==> config.mk <==
export PLATFORM = sky130hd
export DESIGN_NAME = peak_scan_ctrl_flat
export DESIGN_NICKNAME = d
export VERILOG_FILES = /design/src/rtl/peak_scan_ctrl_pkg.sv /design/src/rtl/peak_scan_ctrl_if.sv /design/src/rtl/peak_scan_ctrl_scan_mem.sv /design/src/rtl/peak_scan_ctrl.sv /design/src/flat_wrapper.sv
export SDC_FILE = /design/constraint.sdc
export NUM_CORES = 1
export LEC_CHECK = 0
export BUFFER_PORTS_ARGS = -buffer_cell sky130_fd_sc_hd__buf_2
export CORE_MARGIN = 1.5
export CORE_UTILIZATION = 46
export DETAILED_ROUTE_END_ITERATION = 6
export PLACE_DENSITY = 0.67
export SYNTH_ARGS = -nofsm -noshare
export SYNTH_HDL_FRONTEND = slang
export SYNTH_SLANG_ARGS = --single-unit
==> constraint.sdc <==
create_clock -name CLOCK -period 30.7 [get_ports CLOCK]
set_clock_uncertainty 0.15 [all_clocks]
set_input_delay 6.14 -clock CLOCK [delete_from_list [all_inputs] [get_ports CLOCK]]
set_output_delay 6.14 -clock CLOCK [all_outputs]
set_load 0.02 [all_outputs]
==> src/rtl/peak_scan_ctrl_pkg.sv <==
// peak_scan_pkg: shared types, default widths and the signed-compare helper
// for the peak/maximum scan controller.
//   state_e    : controller states
//   cmp_e      : three-way compare result
//   cmp_signed : signed three-way compare on sign-extended operands
package peak_scan_pkg;

    localparam int ADDR_W_DEF = 5;
    localparam int DATA_W_DEF = 9;
    localparam int NUM_W_DEF  = 5;

    typedef enum logic [1:0] {
        ST_IDLE,
        ST_LOAD,
        ST_SCAN,
        ST_DONE
    } state_e;

    typedef enum logic [1:0] {
        CMP_LT,
        CMP_EQ,
        CMP_GT
    } cmp_e;

    // Callers sign-extend to int first, so no width-dependent wrap can occur.
    function automatic cmp_e cmp_signed(input int a, input int b);
        cmp_e r;
        if (a < b) begin
            r = CMP_LT;
        end else if (a > b) begin
            r = CMP_GT;
        end else begin
            r = CMP_EQ;
        end
        return r;
    endfunction

endpackage

==> src/rtl/peak_scan_ctrl_if.sv <==
// peak_scan_ctrl_if: host-side bundle of the peak scan controller.
//   master : host (drives START/ABORT/write port, observes status/results)
//   slave  : controller
interface peak_scan_ctrl_if
    import peak_scan_pkg::*;
#(
    parameter int ADDR_W = ADDR_W_DEF,
    parameter int DATA_W = DATA_W_DEF,
    parameter int NUM_W  = NUM_W_DEF
);
    logic              START;
    logic              ABORT;
    logic              WR_REQ;
    logic [ADDR_W-1:0] WR_ADDR;
    logic [DATA_W-1:0] WR_DATA;
    logic              WR_ACK;
    logic              BUSY;
    logic              DONE;
    logic              VALID;
    logic [DATA_W-1:0] MAX_OUT;
    logic [NUM_W-1:0]  NUM_OUT;

    modport master (
        output START, ABORT, WR_REQ, WR_ADDR, WR_DATA,
        input  WR_ACK, BUSY, DONE, VALID, MAX_OUT, NUM_OUT
    );

    modport slave (
        input  START, ABORT, WR_REQ, WR_ADDR, WR_DATA,
        output WR_ACK, BUSY, DONE, VALID, MAX_OUT, NUM_OUT
    );
endinterface

==> src/rtl/peak_scan_ctrl_scan_mem.sv <==
// scan_mem: 2^ADDR_W x DATA_W single-port register file.
//   clk, rst : clock, asynchronous active-high clear of every word
//   we       : write enable (commits at the rising edge)
//   addr     : shared read/write address
//   wdata    : write data
//   rdata    : asynchronous read data at addr
module scan_mem #(
    parameter int ADDR_W = 5,
    parameter int DATA_W = 9
) (
    input  logic              clk,
    input  logic              rst,
    input  logic              we,
    input  logic [ADDR_W-1:0] addr,
    input  logic [DATA_W-1:0] wdata,
    output logic [DATA_W-1:0] rdata
);
    localparam int DEPTH = 1 << ADDR_W;

    logic [DATA_W-1:0] mem_q [DEPTH];
    logic [DATA_W-1:0] mem_d [DEPTH];

    always_comb begin
        mem_d = mem_q;
        if (we) begin
            mem_d[addr] = wdata;
        end
    end

    always_ff @(posedge clk or posedge rst) begin
        if (rst) begin
            mem_q <= '{default: '0};
        end else begin
            mem_q <= mem_d;
        end
    end

    assign rdata = mem_q[addr];
endmodule

==> src/rtl/peak_scan_ctrl.sv <==
// peak_scan_ctrl: sequencer for a signed-maximum / peak-count scan over
// scan_mem, plus the alternating-priority arbiter sharing the memory port
// between host writes and scan reads.
//   CLOCK, RESET : rising-edge clock, asynchronous active-high reset
//   bus (slave)  : START/ABORT, host write port with combinational WR_ACK,
//                  BUSY/DONE/VALID status, MAX_OUT/NUM_OUT results
//
// state   | meaning
// IDLE    | waiting for START, results held
// LOAD    | read address 0, seed MAX/TEMP, clear peak count
// SCAN    | one address per granted read
// DONE    | one-cycle completion, results just loaded
module peak_scan_ctrl
    import peak_scan_pkg::*;
#(
    parameter int ADDR_W = ADDR_W_DEF,
    parameter int DATA_W = DATA_W_DEF,
    parameter int NUM_W  = NUM_W_DEF
) (
    input logic             CLOCK,
    input logic             RESET,
    peak_scan_ctrl_if.slave bus
);
    localparam logic [ADDR_W-1:0] LAST_ADDR = '1;
    localparam logic [NUM_W-1:0]  NUM_MAX   = '1;

    state_e                   state_q, state_d;
    logic [ADDR_W-1:0]        mar_q, mar_d;
    logic signed [DATA_W-1:0] temp_q, temp_d;
    logic signed [DATA_W-1:0] max_q, max_d;
    logic signed [DATA_W-1:0] max_out_q, max_out_d;
    logic [NUM_W-1:0]         num_q, num_d;
    logic [NUM_W-1:0]         num_out_q, num_out_d;
    logic                     flag_q, flag_d;
    logic                     valid_q, valid_d;
    logic                     host_last_q, host_last_d;

    logic                     busy;
    logic                     wr_ack;
    logic                     scan_go;
    logic [ADDR_W-1:0]        mem_addr;
    logic [DATA_W-1:0]        rd_data;
    logic signed [DATA_W-1:0] rd_s;

    assign busy     = (state_q == ST_LOAD) || (state_q == ST_SCAN);
    // Outside a scan the host always wins; during a scan it wins only if it
    // did not own the port last cycle, bounding scan stalls to one cycle.
    assign wr_ack   = bus.WR_REQ && (!busy || !host_last_q);
    assign scan_go  = busy && !wr_ack;
    assign mem_addr = wr_ack ? bus.WR_ADDR : ((state_q == ST_LOAD) ? '0 : mar_q);
    assign rd_s     = $signed(rd_data);

    scan_mem #(.ADDR_W(ADDR_W), .DATA_W(DATA_W)) u_scan_mem (
        .clk   (CLOCK),
        .rst   (RESET),
        .we    (wr_ack),
        .addr  (mem_addr),
        .wdata (bus.WR_DATA),
        .rdata (rd_data)
    );

    always_comb begin
        state_d     = state_q;
        mar_d       = mar_q;
        temp_d      = temp_q;
        max_d       = max_q;
        num_d       = num_q;
        flag_d      = flag_q;
        max_out_d   = max_out_q;
        num_out_d   = num_out_q;
        valid_d     = valid_q;
        host_last_d = wr_ack;

        case (state_q)
            ST_IDLE, ST_DONE: begin
                if (bus.START) begin
                    state_d = ST_LOAD;
                    valid_d = 1'b0;
                end else begin
                    state_d = ST_IDLE;
                end
            end
            ST_LOAD: begin
                if (bus.ABORT) begin
                    state_d = ST_IDLE;
                    valid_d = 1'b0;
                end else if (scan_go) begin
                    max_d   = rd_s;
                    temp_d  = rd_s;
                    flag_d  = 1'b0;
                    num_d   = '0;
                    mar_d   = ADDR_W'(1);
                    state_d = ST_SCAN;
                end
            end
            ST_SCAN: begin
                if (bus.ABORT) begin
                    state_d = ST_IDLE;
                    valid_d = 1'b0;
                end else if (scan_go) begin
                    case (cmp_signed(int'(rd_s), int'(temp_q)))
                        CMP_LT: begin
                            if (flag_q) begin
                                if (num_q != NUM_MAX) begin
                                    num_d = num_q + NUM_W'(1);
                                end
                                flag_d = 1'b0;
                            end
                        end
                        CMP_GT: begin
                            flag_d = 1'b1;
                            if (cmp_signed(int'(rd_s), int'(max_q)) == CMP_GT) begin
                                max_d = rd_s;
                            end
                        end
                        default: begin
                        end
                    endcase
                    temp_d = rd_s;
                    mar_d  = mar_q + ADDR_W'(1);
                    // Results include this final sample's update.
                    if (mar_q == LAST_ADDR) begin
                        state_d   = ST_DONE;
                        valid_d   = 1'b1;
                        max_out_d = max_d;
                        num_out_d = num_d;
                    end
                end
            end
            default: state_d = ST_IDLE;
        endcase
    end

    always_ff @(posedge CLOCK or posedge RESET) begin
        if (RESET) begin
            state_q     <= ST_IDLE;
            mar_q       <= '0;
            temp_q      <= '0;
            max_q       <= '0;
            num_q       <= '0;
            flag_q      <= 1'b0;
            max_out_q   <= '0;
            num_out_q   <= '0;
            valid_q     <= 1'b0;
            host_last_q <= 1'b0;
        end else begin
            state_q     <= state_d;
            mar_q       <= mar_d;
            temp_q      <= temp_d;
            max_q       <= max_d;
            num_q       <= num_d;
            flag_q      <= flag_d;
            max_out_q   <= max_out_d;
            num_out_q   <= num_out_d;
            valid_q     <= valid_d;
            host_last_q <= host_last_d;
        end
    end

    assign bus.WR_ACK  = wr_ack;
    assign bus.BUSY    = busy;
    assign bus.DONE    = (state_q == ST_DONE);
    assign bus.VALID   = valid_q;
    assign bus.MAX_OUT = max_out_q;
    assign bus.NUM_OUT = num_out_q;
endmodule

==> src/flat_wrapper.sv <==
// flat-port wrapper written by rule: the top's interface ports become plain ports
module peak_scan_ctrl_flat import peak_scan_pkg::*;
#(
    parameter int ADDR_W = ADDR_W_DEF,
    parameter int DATA_W = DATA_W_DEF,
    parameter int NUM_W  = NUM_W_DEF
)
  (CLOCK, RESET, bus_START, bus_ABORT, bus_WR_REQ, bus_WR_ADDR, bus_WR_DATA, bus_WR_ACK, bus_BUSY, bus_DONE, bus_VALID, bus_MAX_OUT, bus_NUM_OUT);
  peak_scan_ctrl_if #(.ADDR_W(ADDR_W), .DATA_W(DATA_W), .NUM_W(NUM_W)) bus_i ();
  input logic CLOCK;
  input logic RESET;
  input wire logic [$bits(bus_i.START)-1:0] bus_START;
  input wire logic [$bits(bus_i.ABORT)-1:0] bus_ABORT;
  input wire logic [$bits(bus_i.WR_REQ)-1:0] bus_WR_REQ;
  input wire logic [$bits(bus_i.WR_ADDR)-1:0] bus_WR_ADDR;
  input wire logic [$bits(bus_i.WR_DATA)-1:0] bus_WR_DATA;
  output wire logic [$bits(bus_i.WR_ACK)-1:0] bus_WR_ACK;
  output wire logic [$bits(bus_i.BUSY)-1:0] bus_BUSY;
  output wire logic [$bits(bus_i.DONE)-1:0] bus_DONE;
  output wire logic [$bits(bus_i.VALID)-1:0] bus_VALID;
  output wire logic [$bits(bus_i.MAX_OUT)-1:0] bus_MAX_OUT;
  output wire logic [$bits(bus_i.NUM_OUT)-1:0] bus_NUM_OUT;
  assign bus_i.START = bus_START;
  assign bus_i.ABORT = bus_ABORT;
  assign bus_i.WR_REQ = bus_WR_REQ;
  assign bus_i.WR_ADDR = bus_WR_ADDR;
  assign bus_i.WR_DATA = bus_WR_DATA;
  assign bus_WR_ACK = bus_i.WR_ACK;
  assign bus_BUSY = bus_i.BUSY;
  assign bus_DONE = bus_i.DONE;
  assign bus_VALID = bus_i.VALID;
  assign bus_MAX_OUT = bus_i.MAX_OUT;
  assign bus_NUM_OUT = bus_i.NUM_OUT;
  peak_scan_ctrl #(.ADDR_W(ADDR_W), .DATA_W(DATA_W), .NUM_W(NUM_W)) u_core (.CLOCK(CLOCK), .RESET(RESET), .bus(bus_i));
endmodule
==> qor.log <==
[critical_path] required arrival time at the worst endpoint 24.41 ns
[detailed_routing] Avg WL per Cell 23.7 µm
[power] maximum vdd ir drop 0.0408 mV
[placement] gpl congestion 0.867
[timing] Max-slew headroom 0.249
[logic_synthesis] Seq/Total Area, Yosys 0.494
[grt] aggregate global-route resource usage 0.240
[grt] maximum number of pins on one net before global-route repair 128
[power] clock network fraction of total power 0.271
[final_layout] final-stage net count 1483
[clock_network] CTS tree yes
[power] power spent charging and discharging nets 547 µW
[critical_path] Reg-to-Reg Start u_core.state_q[0]
[clock_network] clock buffer count from CTS 37
[die] Die W 195 µm
[grt] via count of the first global-routing pass 12200
[grt] wire length of the first global-routing pass 72.2 mm
[critical_path] startpoint type of the worst setup path input pin
[logic_synthesis] cells after synthesis 1483
[logic_synthesis] most frequently used flop master after synthesis sky130_fd_sc_hd__dfrtp_1
[power] PwrDens 85.9 nW/µm²
[die] Top Ports 37
[power] internal power 1.04 mW
[clock_network] Post-CTS Repair Setup Buffers 0
[die] die footprint 38100 µm²
[critical_path] type of destination of the critical path output port
[critical_path] total stage count of the critical path 4
[timing] actual transition at the worst max-transition pin 1.13 ns
[logic_synthesis] post-synthesis register bit count 335
[critical_path] launching instance or port of the critical path bus_WR_REQ
[critical_path] count of buffer and inverter cells on the critical path 3
[timing] final setup fails 0
[power] sequential cell fraction of total power 0.401
[timing] worst hold margin 0.329 ns
[clock_network] H-tree depth 2
[die] starting density of the core 0.466
[clock_network] hold bufs inserted after CTS 0
[clock_network] post-cts sizing count 0
[power] combinational share of power 0.328
[clock_network] CTS clock-pin slew for the worst setup and hold paths 0.06 ns
[clock_network] number of clock sinks 335
[placement] DP Wirelength 26.8 mm
[timing] total count of max-transition violations in the final report 0
[logic_synthesis] top cells by area in the synthesized netlist sky130_fd_sc_hd__dfrtp_1, sky130_fd_sc_hd__mux2_2, sky130_fd_sc_hd__o21ai_0, sky130_fd_sc_hd__a32o_1, sky130_fd_sc_hd__a311oi_1
[final_layout] proportion of layout cells with a drive suffix above 1 0.298
[logic_synthesis] cell with the most instances after synthesis sky130_fd_sc_hd__dfrtp_1
[detailed_routing] overall via count from detail_route 12500
[clock_network] clock latency reported for the late side of the worst-skew pair 0.54 ns
[detailed_routing] vias per cell 6.48
[critical_path] critical path type in2out
[min_path] HP Class reg2reg
[timing] endpoints failing hold 0
[logic_synthesis] total number of yosys warnings 0
[detailed_routing] number of remaining DRC errors 0
[run_status] status finished, final reports clean
[clock_network] clk buf depth 3
[logic_synthesis] share of the synthesized area in the top cell type 0.494
[flow_run] max_cap viols 0
[critical_path] terminus of the critical flop-to-flop path u_core.max_q[4]
[timing] accumulated negative setup slack 0 ns
[detailed_routing] DR pass1 iterations 5
[grt] number of antenna violations at the first check in global routing 1
[critical_path] Cell Chain, Critical Path buf_2, nand2_1, inv_1, buf_2
[logic_synthesis] Distinct cells, synth 54
[critical_path] most frequent cell on the critical path sky130_fd_sc_hd__buf_2
[detailed_routing] remaining antenna violation count 0
[timing] part of the cycle the worst path needs 0.427
[die] Core Area 36400 µm²
[timing] Max Freq 76.3 MHz
[detailed_routing] Total Routed Length 45.7 mm
[die] floorplan row count 70
[logic_synthesis] Synth area leader sky130_fd_sc_hd__dfrtp_1
[timing] setup repair after global routing missed its margin no
[grt] remaining global-route overflow 0
[final_layout] relative area change from synthesis to final layout 8.94%
[critical_path] worst r2r path cells 17
[logic_synthesis] FFs w/ async S/R, synth 1.00
[critical_path] CP Max Fanout 10
[logic_synthesis] synthesized net count 1526
[logic_synthesis] cell area after synthesis 17000 µm²
[logic_synthesis] number of synthesized flops with an enable pin 0
[critical_path] largest stage delay on the critical path 0.22 ns
[detailed_routing] DR iter-0 viols 1239
[power] Static Leak 8.18 nW
[timing] post-layout minimum cycle time 13.10 ns
[placement] PortBufs 36
[critical_path] reg-to-reg slack, setup 23.73 ns
[critical_path] crit-path leading delay family buffers and inverters
[clock_network] Clock Root Buffer sky130_fd_sc_hd__clkbuf_16
[critical_path] Worst setup endpoint bus_WR_ACK
[power] Switching Fraction 0.344
[die] DIE HEIGHT 195 µm
[critical_path] data arrival time at the worst-slack endpoint 6.81 ns
[logic_synthesis] most frequent cells after synthesis sky130_fd_sc_hd__dfrtp_1, sky130_fd_sc_hd__mux2_2, sky130_fd_sc_hd__o21ai_0
[logic_synthesis] Mapped Avg Cell Area 11.5 µm²
[critical_path] cell with the largest stage delay on the worst path sky130_fd_sc_hd__buf_2
[power] total design power 1.59 mW
==> cells in the final DEF (no fill, tap or decap), types with 15 or more instances in the layout <==
master                      count
sky130_fd_sc_hd__buf_2         36
sky130_fd_sc_hd__nor2_1        16
sky130_fd_sc_hd__o211ai_1      21
sky130_fd_sc_hd__a32o_1        67
sky130_fd_sc_hd__inv_1         35
sky130_fd_sc_hd__and3_1        15
sky130_fd_sc_hd__ha_1          24
sky130_fd_sc_hd__buf_4         21
sky130_fd_sc_hd__clkbuf_16     37
sky130_fd_sc_hd__a311oi_1      66
sky130_fd_sc_hd__nand3_1       96
sky130_fd_sc_hd__o21ai_0      153
sky130_fd_sc_hd__a22oi_1       32
sky130_fd_sc_hd__mux2_2       288
sky130_fd_sc_hd__nand2_1       47
sky130_fd_sc_hd__dfrtp_1      335
==> cell type report <==
cell class	count	area [µm²]
diodes	1	2.50
fillers	3156	17900
well taps	468	586
flip-flops and latches	335	8380
repair buffers	57	338
multi-input cells	972	7890
inverters	37	146
clock inverters	11	135
clock buffers	46	1020
==> per-stage QoR <==
stage | area, µm² | cells | setup WS (ns) | util
6_report | 18500 | 1927 | 17.60 | 0.508
3_5_place_dp | 17300 | 1869 | 17.60 | 0.476
2_1_floorplan | 17000 | 1483 | 15.13 | -
4_1_cts | 18500 | 1926 | 17.60 | 0.508
5_1_grt | 18500 | 1926 | 17.52 | 0.508
3_3_place_gp | 17300 | 1869 | 17.62 | 0.476
==> state kept, by name, indices dropped and copies added, names as in the netlist <==
signal	cells
u_core.flag_q	1
u_core.bus.MAX_OUT	9
u_core.u_scan_mem.mem_q	288
u_core.state_q	2
u_core.mar_q	5
u_core.bus.NUM_OUT	5
u_core.num_q	5
u_core.bus.VALID	1
u_core.max_q	9
u_core.temp_q	9
u_core.host_last_q	1
==> power by group through the flow <==
stage	Clock, mW	Sequential (mW)	Combinational [mW]
after floorplan	0	0.623	0.397
after global placement	0	0.636	0.500
after CTS	0.438	0.634	0.518
after global routing	0.456	0.651	0.571
final	0.431	0.637	0.521
after detailed placement	0	0.642	0.515
==> cells by family (layout without fill, tap and decap cells) <==
family,Yosys count,in the layout,synth area share
AO/OA/AOI/OAI,393,393,0.165
XOR/XNOR,1,1,0.000516
adder cells (fa/ha/maj),24,24,0.0177
buffers and inverters,176,151,0.0437
flip-flops,335,335,0.494
multiplexers,301,301,0.199
other,0,1,0
AND/OR/NAND/NOR,253,253,0.0810
==> metal layers <==
| layer | GRT usage | part of all wire | up-vias |
|---|---|---|---|
| met5 | 0 | 0.0010 | - |
| met4 | 0.0732 | 0.026 | 2 |
| met3 | 0.0333 | 0.060 | 86 |
| met2 | 0.383 | 0.47 | 414 |
| met1 | 0.341 | 0.44 | 6473 |
| li1 | - | - | 5519 |
==> how the worst min path moves through the flow <==
stage	to	slack, ns	cells past startpoint	from
3_3_place_gp	u_core.bus.NUM_OUT[1]	0.31	2	u_core.bus.NUM_OUT[1]
4_1_cts	u_core.temp_q[3]	0.34	2	u_core.temp_q[3]
6_report	u_core.bus.NUM_OUT[0]	0.33	2	u_core.bus.NUM_OUT[0]
5_1_grt	u_core.temp_q[3]	0.36	2	u_core.temp_q[3]
3_5_place_dp	u_core.bus.NUM_OUT[1]	0.32	2	u_core.bus.NUM_OUT[1]
2_1_floorplan	u_core.temp_q[3]	0.30	2	u_core.temp_q[3]
==> tightest hold or removal path, delay by kind of cell, from the launching register on <==
kind | cells | cell delay (ns)
simple gates | 1 | 0.04
compound gates | 1 | 0.06
flops | 1 | 0.34
No activity file was read; power rests on OpenSTA's default activity.
